==> src/rtl/sub_seq_ctrl.sv <==
// sub_seq_ctrl: word-wide subtract A - B using one 4-bit slice per cycle.
// LSB nibble first; the borrow chain is kept in a register between cycles.
module sub_seq_ctrl #(
    parameter int NIBBLES = 4
) (
    input  logic                   clk,
    input  logic                   rst_n,
    input  logic                   in_valid,
    output logic                   in_ready,
    input  logic [4*NIBBLES-1:0]   a,
    input  logic [4*NIBBLES-1:0]   b,
    output logic                   out_valid,
    input  logic                   out_ready,
    output logic [4*NIBBLES-1:0]   diff,
    output logic                   carry,
    output logic                   busy
);

    localparam int W  = 4 * NIBBLES;
    localparam int CW = (NIBBLES > 1) ? $clog2(NIBBLES) : 1;
    localparam logic [CW-1:0] LAST = CW'(NIBBLES - 1);

    typedef enum logic [1:0] {
        IDLE = 2'd0,
        RUN  = 2'd1,
        DONE = 2'd2
    } state_t;

    state_t          state;
    state_t          state_nx;
    logic [W-1:0]    a_q;
    logic [W-1:0]    b_q;
    logic [CW-1:0]   nib_cnt;
    logic            c;
    logic [3:0]      a_nib;
    logic [3:0]      b_nib;
    logic [4:0]      sum;
    logic            last;
    logic            accept;
    logic            consume;
    logic            out_valid_nx;
    logic            busy_nx;

    assign in_ready = (state == IDLE);
    assign accept   = in_valid & in_ready;
    assign consume  = out_valid & out_ready;
    assign last     = (nib_cnt == LAST);

    // Select the operand nibbles addressed by the slice counter.
    always_comb begin
        a_nib = '0;
        b_nib = '0;
        for (int i = 0; i < NIBBLES; i++) begin
            if (nib_cnt == CW'(i)) begin
                a_nib = a_q[4*i +: 4];
                b_nib = b_q[4*i +: 4];
            end
        end
    end

    // The shared 4-bit slice: a + ~b + cin, carry-out means no borrow.
    always_comb begin
        sum = {1'b0, a_nib} + {1'b0, ~b_nib} + {4'b0, c};
    end

    // State register.
    always_ff @(posedge clk) begin
        if (!rst_n) begin
            state <= IDLE;
        end else begin
            state <= state_nx;
        end
    end

    // Next-state logic.
    always_comb begin
        state_nx = state;
        unique case (state)
            IDLE: begin
                if (accept) begin
                    state_nx = RUN;
                end
            end
            RUN: begin
                if (last) begin
                    state_nx = DONE;
                end
            end
            DONE: begin
                if (consume) begin
                    state_nx = IDLE;
                end
            end
            default: state_nx = IDLE;
        endcase
    end

    // Output decode from the upcoming state so the flags can be registered.
    always_comb begin
        out_valid_nx = (state_nx == DONE);
        busy_nx      = (state_nx != IDLE);
    end

    // Registered handshake/status outputs.
    always_ff @(posedge clk) begin
        if (!rst_n) begin
            out_valid <= 1'b0;
            busy      <= 1'b0;
        end else begin
            out_valid <= out_valid_nx;
            busy      <= busy_nx;
        end
    end

    // Operand capture, per-nibble result write and borrow chain.
    always_ff @(posedge clk) begin
        if (!rst_n) begin
            a_q     <= '0;
            b_q     <= '0;
            nib_cnt <= '0;
            c       <= 1'b1;
            diff    <= '0;
            carry   <= 1'b0;
        end else begin
            unique case (state)
                IDLE: begin
                    if (accept) begin
                        a_q     <= a;
                        b_q     <= b;
                        nib_cnt <= '0;
                        c       <= 1'b1;
                    end
                end
                RUN: begin
                    for (int i = 0; i < NIBBLES; i++) begin
                        if (nib_cnt == CW'(i)) begin
                            diff[4*i +: 4] <= sum[3:0];
                        end
                    end
                    c       <= sum[4];
                    nib_cnt <= nib_cnt + 1'b1;
                    if (last) begin
                        carry <= sum[4];
                    end
                end
                default: ;
            endcase
        end
    end

endmodule

==> config.mk <==
export PLATFORM = sky130hd
export DESIGN_NAME = sub_seq_ctrl
export DESIGN_NICKNAME = d
export VERILOG_FILES = /design/src/rtl/sub_seq_ctrl.sv
export SDC_FILE = /design/constraint.sdc
export NUM_CORES = 1
export LEC_CHECK = 0
export ABC_AREA = 1
export BUFFER_PORTS_ARGS = -buffer_cell sky130_fd_sc_hd__buf_2
export CAP_MARGIN = 40
export CELL_PAD_IN_SITES_DETAIL_PLACEMENT = 1
export CELL_PAD_IN_SITES_GLOBAL_PLACEMENT = 1
export CORE_ASPECT_RATIO = 0.75
export CORE_MARGIN = 3
export CORE_UTILIZATION = 40
export CTS_BUF_LIST = sky130_fd_sc_hd__clkbuf_8
export DETAILED_ROUTE_END_ITERATION = 10
export HOLD_SLACK_MARGIN = 0.15
export PLACE_DENSITY = 0.83
export SLEW_MARGIN = 10
export SYNTH_ARGS = -nofsm -noshare
export SYNTH_HDL_FRONTEND = slang
export SYNTH_SLANG_ARGS = --single-unit
export TNS_END_PERCENT = 50
==> constraint.sdc <==
create_clock -name clk -period 3.3 [get_ports clk]
set_clock_uncertainty 0.1 [all_clocks]
set_input_delay 0.495 -clock clk [delete_from_list [all_inputs] [get_ports clk]]
set_output_delay 0.495 -clock clk [all_outputs]
set_load 0.005 [all_outputs]
==> results of run 1 <==
cells in the final DEF, fill, tap and decap left out:
cell | Yosys | layout
fa_1 | 2 | 2
o21a_1 | 4 | 4
nand3b_1 | 1 | 1
dfxtp_1 | 56 | 56
buf_2 | 1 | 55
o211ai_1 | 4 | 4
o21ai_1 | 9 | 9
a22oi_1 | 1 | 1
nand2_4 | 2 | 2
clkbuf_8 | 0 | 6
nand3_1 | 9 | 9
nor2_4 | 3 | 3
nor2_8 | 1 | 1
a21oi_2 | 2 | 2
clkinvlp_4 | 0 | 1
xnor2_1 | 1 | 1
inv_1 | 20 | 21
inv_2 | 3 | 3
nor2_2 | 2 | 2
nor2_1 | 81 | 81
nand2_1 | 42 | 42
o21ai_0 | 41 | 41
a21oi_1 | 26 | 26
ha_1 | 7 | 7
inv_4 | 1 | 1
flip-flops by register name, indices dropped and copies added, names as in the netlist:
| signal | cells |
|---|---|
| out_valid | 1 |
| c | 1 |
| busy | 1 |
| nib_cnt | 2 |
| carry | 1 |
| b_q | 16 |
| a_q | 16 |
| diff | 16 |
| state | 2 |
how the worst max path moves through the flow:
stage                                  startpoint               endpoint  slack [ns]  depth (start not counted)
final                     nib_cnt[0]$_SDFFE_PN0P_   diff[1]$_SDFFE_PN0P_        0.48                          8
after global routing      nib_cnt[0]$_SDFFE_PN0P_         c$_SDFFE_PN1P_        0.22                         11
after CTS                 nib_cnt[0]$_SDFFE_PN0P_  diff[13]$_SDFFE_PN0P_        0.47                          8
after detailed placement  nib_cnt[0]$_SDFFE_PN0P_  diff[13]$_SDFFE_PN0P_        0.53                          8
after global placement    nib_cnt[0]$_SDFFE_PN0P_   diff[5]$_SDFFE_PN0P_        0.75                          8
after floorplan           nib_cnt[0]$_SDFFE_PN0P_  diff[13]$_SDFFE_PN0P_        0.96                         12
through the flow:
stage | instances | power (mW) | hold slack, ns | utilization, % | cell area [um^2]
after floorplan | 331 | 1.011 | 0.3489 | - | 2514
after global placement | 451 | 1.097 | 0.3690 | 46.95 | 2791
after detailed placement | 451 | 1.115 | 0.3765 | 46.95 | 2791
after CTS | 459 | 1.499 | 0.3370 | 48.53 | 2885
after global routing | 459 | 1.581 | 0.3405 | 48.53 | 2885
final | 459 | 1.492 | 0.3338 | 48.53 | 2885
power breakdown:
group / internal [mW] / total, mW / switching, mW
logic: 0.126 / 0.344 / 0.218
clock network: 0.168 / 0.390 / 0.222
registers: 0.725 / 0.757 / 0.0322
critical path, delay by kind of cell (launching register included):
family                   cells  cell delay [ns]
adder cells (fa/ha/maj)      3             1.38
flip-flops                   1             0.42
buffers and inverters        2             0.39
AO/OA/AOI/OAI                2             0.36
AND/OR/NAND/NOR              1             0.10
cells by family after synthesis:
logic type,count (synthesis),synth area share [%]
xor+xnor,1,0.3485
compound gates,87,18.52
simple gates,141,23.99
flops,56,44.60
fa+ha+maj,9,5.077
buf+inv,37,7.466
area by class of cell:
cell class / count / area (um^2)
sequential: 56 / 1121
inverter: 24 / 92.59
clock inverter: 2 / 11.26
fill: 790 / 3060
tap: 78 / 97.59
multi-input combinational: 238 / 1205
timing repair buffer: 55 / 275.3
clock buffer: 6 / 82.58
per-layer routing:
| layer | vias up | part of all wire [%] | GRT usage [%] |
|---|---|---|---|
| li1 | 1172 | - | - |
| met1 | 1088 | 49 | 25.49 |
| met2 | 45 | 47 | 30.68 |
| met3 | 4 | 3.9 | 3.704 |
| met4 | 0 | 0.51 | 4.455 |
| met5 | - | 0 | 0 |
==> impl_metrics.yaml, run 1 <==
power_and_ir_drop:
  p_leak_nw: 1.387
  p_per_area_nw_per_um2: 517.1
  ir_drop_v: 0.0002558
drt:
  drt-total-wl_um: 6699
  vias: 2309
  drc_errors: 0
  dr.pass1.iters: 5
  detail_route.wl_per_cell_um: 14.59
  viasPerCell: 5.031
  ant_nets: 0
  drtIter0Drc: 75
layout:
  area_growth_pct: 14.78
  layout-drive-gt1-share_pct: 19.95
  nNetsFinal: 425
  antenna-diode-count: 0
placed_design:
  dp_hpwl_um: 4932
  gp_congestion: 0.8518
  port_buffers: 55
  dp_slack_ns: 0.5331
sta:
  relSlewSlack_pct: 48.97
  setup_slack_ns: 0.4812
  rsz0062_at_grt: "no"
  period_minus_slack_ns: 2.819
  worst_pin_slew_ns: 0.7654
  fin_tns_setup_ns: 0
  fmax_mhz: 354.8
  setup_violations: 0
  maxSlewViolCount: 0
  finalCritPeriodShare_pct: 85.42
  hold_viol_final: 0
global_route:
  grt_pass1_wl_um: 10930
  grt-ovfl-total: 0
  grt_max_degree: 51
  antenna_found_initial: 0
  first_global_vias: 2267
  grt_usage_pct: 18.55
critical_path:
  worstPathArrival_ns: 2.96
  startpoint_type: "flip-flop"
  r2r_cells: 8
  critical_path_class: "flip-flop to flip-flop"
  ff2ff_setup_slack_ns: 0.48
  crit_path_top_delay_cell: "fa_1"
  rr_startpoint: "nib_cnt[0]$_SDFFE_PN0P_"
  critPathRequiredTime_ns: 3.44
  r2r-end: "diff[1]$_SDFFE_PN0P_"
  crit_fanout: 11
  path_cells: "ha_1 > inv_1 > o211ai_1 > nand2_1 > fa_1 > inv_1 > fa_1 > a21oi_1"
  endpoint_kind: "flip-flop"
  cp_slowest_stage_delay_ns: 0.49
logic_synthesis:
  synthArstFlopShare_pct: 0
  synth_most_common_cell: "nor2_1"
  synthDistinctLibCells: 26
  synth_edf_count: 0
  yosys-top-cells-area: "dfxtp_1 (45%), nor2_1 (12%), o21ai_0 (8.2%), nand2_1 (6.3%), a21oi_1 (5.2%)"
  syn_area_um2: 2514
  synth-seq-cells: 56
  yosys_most_used_dff: "dfxtp_1"
  seq_area_frac_synth_pct: 44.60
  synth_common_cells: "nor2_1 (81), dfxtp_1 (56), nand2_1 (42)"
  synthesis.nets: 376
  avgSynthCellArea_um2: 7.594
  synthCells: 331
  synth.top_cell.area_share_pct: 44.60
  ys_warn_count: 0
  synth_top_cell_by_area: "dfxtp_1"
hold_path:
  holdCritStartpoint: "b[7]"
  hold_path_end: "b_q[7]$_SDFFE_PN0P_"
  hold_depth: 3
  hold_path_class: "input pin to flip-flop"
floorplan:
  die_height_um: 74.65
  rows: 24
  core_um2: 5946
  die_w_um: 97.54
  io_pins: 56
  start_util_pct: 42.28
  die_area_um2: 7281
clock_tree:
  numCtsBuffers: 5
  clockRootBuffer: "clkbuf_8"
  hold_buffers: 0
  ctsResizeCount: 0
  cts_tree: "yes"
  htree_num_levels: 2
  clock_path_buffers: 2
  clk_latency_ns: 0.31
  cts.sinks: 56
  clkSlewWorstSetupHoldPaths_ns: 0.10
  cts_setup_buffers: 0
status:
  status: "finished, final reports clean"
run:
  cap_violations: 0
Power figures use the tool's default switching activity.
==> run 2, diff against run 1 <==
Settings changed: CELL_PAD_IN_SITES_DETAIL_PLACEMENT 1 to 0, CELL_PAD_IN_SITES_GLOBAL_PLACEMENT 1 to 2, CORE_UTILIZATION 40 to 31.
==> impl_metrics.yaml, run 2 (synthesis gave the netlist of run 1 again) <==
clock_tree:
  ctsResizeCount: 0
  cts_tree: "yes"
  hold_buffers: 0
  cts_setup_buffers: 0
  numCtsBuffers: 5
  clkSlewWorstSetupHoldPaths_ns: 0.11
  cts.sinks: 56
  htree_num_levels: 2
  clk_latency_ns: 0.31
  clock_path_buffers: 2
  clockRootBuffer: "clkbuf_8"
drt:
  detail_route.wl_per_cell_um: 12.55
  top_layer_used: "met4"
  met3_wirelength_um: 266
  drt-total-wl_um: 6051
  drc_errors: 0
  wl_met1_um: 3431
  vias: 2158
  met2WireLength_um: 2339
  dr.pass1.iters: 4
  viasPerCell: 4.477
  ant_nets: 0
  drtIter0Drc: 73
power_and_ir_drop:
  swShare_pct: 31.46
  internal_power_mw: 0.9991
  power_frac_seq_pct: 51.9
  power_frac_comb_pct: 22.7
  power_switching_mw: 0.4586
  p_per_area_nw_per_um2: 501.3
  p_leak_nw: 1.386
  ir_drop_v: 0.0001751
  p_clk_share_pct: 25.3
floorplan:
  die_w_um: 110.0
  rows: 27
  io_pins: 56
  die_height_um: 83.99
  core_um2: 7601
  start_util_pct: 33.07
  die_area_um2: 9237
layout:
  fillers: 842
  top_regs: "a_q (16), b_q (16), diff (16)"
  area_growth_pct: 15.68
  final_cell_mix: "nor2_1 (81), dfxtp_1 (56), buf_2 (55)"
  nNetsFinal: 425
  antenna-diode-count: 0
  final_common_cell: "nor2_1"
  layout-drive-gt1-share_pct: 20.21
placed_design:
  port_buffers: 55
  gp_congestion: 0.7705
  dp_slack_ns: 0.6294
  dp_hpwl_um: 4605
sta:
  worst_pin_slew_ns: 0.7476
  finalCritPeriodShare_pct: 81.51
  relSlewSlack_pct: 50.16
  hold_slack_ns: 0.3339
  period_minus_slack_ns: 2.690
  setup_slack_ns: 0.6103
  maxSlewViolCount: 0
  setup_violations: 0
  hold_viol_final: 0
  rsz0062_at_grt: "no"
  fmax_mhz: 371.8
  fin_tns_setup_ns: 0
global_route:
  first_global_vias: 2037
  grt_max_degree: 51
  grt-ovfl-total: 0
  antenna_found_initial: 0
  grt_usage_pct: 13.64
  grt_pass1_wl_um: 9970
hold_path:
  hold_path_class: "input pin to flip-flop"
critical_path:
  startpoint_type: "flip-flop"
  critPathRequiredTime_ns: 3.45
  worstPathArrival_ns: 2.84
  endpoint_kind: "flip-flop"
  crit_fanout: 9
  critical_path_class: "flip-flop to flip-flop"
run:
  cap_violations: 0
status:
  status: "finished, final reports clean"
[run 2: cell type report]
| cell class | instances | area (um^2) | share of cell area, % |
|---|---|---|---|
| inverters | 24 | 92.59 | 3.184 |
| flip-flops and latches | 56 | 1121 | 38.55 |
| repair buffers | 55 | 275.3 | 9.466 |
| well taps | 101 | 126.4 | 4.346 |
| clock buffers | 5 | 68.82 | 2.367 |
| multi-input cells | 238 | 1205 | 41.44 |
| clock inverters | 3 | 18.77 | 0.6454 |
[run 2: worst paths after layout]
path                            slack, ns                   end               startpoint  depth (start not counted)
worst max-delay path                 0.61        c$_SDFFE_PN1P_  nib_cnt[0]$_SDFFE_PN0P_                         13
worst min-delay path                 0.33   b_q[0]$_SDFFE_PN0P_                     b[0]                          3
worst max register to register       0.61        c$_SDFFE_PN1P_  nib_cnt[0]$_SDFFE_PN0P_                         13
worst min register to register       0.39  diff[4]$_SDFFE_PN0P_     diff[4]$_SDFFE_PN0P_                          2
[run 2: per-stage QoR]
step / area [um^2] / std cells / power (mW) / util (%)
after floorplan: 2514 / 331 / 1.011 / -
after global placement: 2820 / 474 / 1.105 / 37.10
after detailed placement: 2820 / 474 / 1.108 / 37.10
after CTS: 2908 / 482 / 1.483 / 38.26
after global routing: 2908 / 482 / 1.564 / 38.26
final: 2908 / 482 / 1.458 / 38.26
[run 2: power groups by stage]
stage	clock network, mW	logic [mW]	registers [mW]
2_1_floorplan	0	0.248	0.763
3_3_place_gp	0	0.332	0.773
3_5_place_dp	0	0.335	0.773
4_1_cts	0.390	0.335	0.758
5_1_grt	0.417	0.384	0.764
6_report	0.369	0.331	0.757
[run 2: metal layers]
metal,up-vias,track usage [%]
met5,-,0
li1,1173,-
met2,41,18.45
met4,0,1.699
met3,2,3.867
met1,942,21.57
[run 2: worst max-delay path: stages, from the launching register on]
cell and delay [ns]:
dfxtp_1 0.36, inv_1 0.10, ha_1 0.38, inv_2 0.17, nor2_1 0.13, nor2_1 0.05
a22oi_1 0.20, fa_1 0.26, inv_1 0.06, fa_1 0.38, nand3b_1 0.20, nand3_1 0.09
o21ai_0 0.08, nand2_1 0.06
==> run 3, diff against run 2 <==
Clock period 3.3 ns to 2.8 ns, I/O delays scaled along.
==> impl_metrics.yaml, run 3 (synthesis gave the netlist of run 1 again) <==
status:
  status: "finished, final reports clean"
clock_tree:
  htree_num_levels: 2
  clockRootBuffer: "clkbuf_8"
  cts.sinks: 56
  clkSlewWorstSetupHoldPaths_ns: 0.11
  cts_tree: "yes"
  numCtsBuffers: 5
  clk_latency_ns: 0.31
  clock_path_buffers: 2
  hold_buffers: 0
critical_path:
  startpoint_type: "flip-flop"
  worstPathArrival_ns: 2.66
  cp-startpoint: "nib_cnt[0]$_SDFFE_PN0P_"
  crit_fanout: 9
  rr_startpoint: "nib_cnt[0]$_SDFFE_PN0P_"
  ff2ff_setup_slack_ns: 0.30
  endpoint_kind: "flip-flop"
  critical_path_class: "flip-flop to flip-flop"
  critPathRequiredTime_ns: 2.96
  r2r_cells: 13
sta:
  period_minus_slack_ns: 2.500
  setup_violations: 0
  maxSlewViolCount: 0
  fmax_mhz: 400.0
  finalCritPeriodShare_pct: 89.28
  relSlewSlack_pct: 50.15
  hold_viol_final: 0
  fin_tns_setup_ns: 0
  worst_pin_slew_ns: 0.7478
  rsz0062_at_grt: "no"
  hold_slack_ns: 0.2522
global_route:
  use_met3_pct: 3.248
  grt-ovfl-total: 0
  grt_pass1_wl_um: 10280
  grt_max_degree: 51
  grtUsageMet1_pct: 21.05
  antenna_found_initial: 0
  grt_busiest_layer: "met1"
  first_global_vias: 2117
  use_met2_pct: 19.99
  grt_usage_pct: 13.97
drt:
  dr.pass1.iters: 4
  drt-total-wl_um: 6198
  drc_errors: 0
  drtIter0Drc: 71
  viasPerCell: 4.486
  detail_route.wl_per_cell_um: 12.81
  ant_nets: 0
  vias: 2171
hold_path:
  hold_path_class: "input pin to flip-flop"
  holdCritStartpoint: "a[3]"
  hold_depth: 3
floorplan:
  die_w_um: 110.0
  io_pins: 56
  start_util_pct: 33.07
  die_area_um2: 9237
  core_um2: 7601
  rows: 27
  die_height_um: 83.99
power_and_ir_drop:
  ir_drop_v: 0.0002075
  power_mw: 1.740
  p_per_area_nw_per_um2: 592.0
  p_leak_nw: 1.392
run:
  cap_violations: 0
layout:
  area_growth_pct: 16.92
  layout-drive-gt1-share_pct: 21.67
  final_common_cell: "nor2_1"
  fillers: 846
  nNetsFinal: 427
  final_cell_mix: "nor2_1 (81), dfxtp_1 (56), buf_2 (55)"
  top_regs: "a_q (16), b_q (16), diff (16)"
  finalNonFillerCells: 484
  antenna-diode-count: 0
placed_design:
  placedCellCount: 476
  port_buffers: 55
  dp_hpwl_um: 4684
  gp_congestion: 0.8234
[run 3: worst max-delay path: stages, from the launching register on]
cell and delay (ns):
dfxtp_1 0.36, inv_1 0.10, ha_2 0.29, inv_2 0.13, nor2_1 0.11, nor2_1 0.05
a22oi_1 0.19, fa_1 0.25, inv_1 0.06, fa_1 0.38, nand3b_1 0.20, nand3_1 0.10
o21ai_0 0.08, nand2_1 0.06
[run 3: metrics by stage]
step | utilization (%) | worst slack, ns | area, um^2
6_report | 38.67 | 0.3001 | 2939
3_5_place_dp | 37.30 | 0.1645 | 2835
2_1_floorplan | - | 0.4572 | 2514
3_3_place_gp | 37.30 | 0.2320 | 2835
4_1_cts | 38.50 | 0.1532 | 2927
5_1_grt | 38.67 | 0.03114 | 2939
[run 3: path summary, 6_finish.rpt]
check                                            end
worst min-delay path             a_q[3]$_SDFFE_PN0P_
worst max register to register        c$_SDFFE_PN1P_
worst max-delay path                  c$_SDFFE_PN1P_
worst min register to register  diff[4]$_SDFFE_PN0P_
[run 3: metal layers]
| layer | up-vias | routed length [um] |
|---|---|---|
| li1 | 1176 | - |
| met1 | 949 | 3420 |
| met2 | 41 | 2458 |
| met3 | 5 | 271 |
| met4 | 0 | 47 |
| met5 | - | 0 |
[run 3: what timing repair did]
| item | in CTS | in global routing |
|---|---|---|
| setup endpoints to repair | 0 | 12 |
| setup buffers | 0 | 0 |
| gates resized for setup | 0 | 5 |
| hold endpoints to repair | 0 | 0 |
[run 3: area by class of cell]
type,instances,area [um^2],share of cell area (%)
Timing Repair Buffer,57,290.3,9.877
Clock inverter,3,22.52,0.7663
Inverter,24,92.59,3.150
Tap cell,101,126.4,4.300
Clock buffer,5,68.82,2.341
Sequential cell,56,1121,38.14
Multi-Input combinational cell,238,1217,41.42
[run 3: where the power goes]
| group | switching [mW] | total, mW | internal [mW] |
|---|---|---|---|
| sequential | 0.0370 | 0.892 | 0.855 |
| clock | 0.274 | 0.454 | 0.180 |
| combinational | 0.244 | 0.394 | 0.150 |
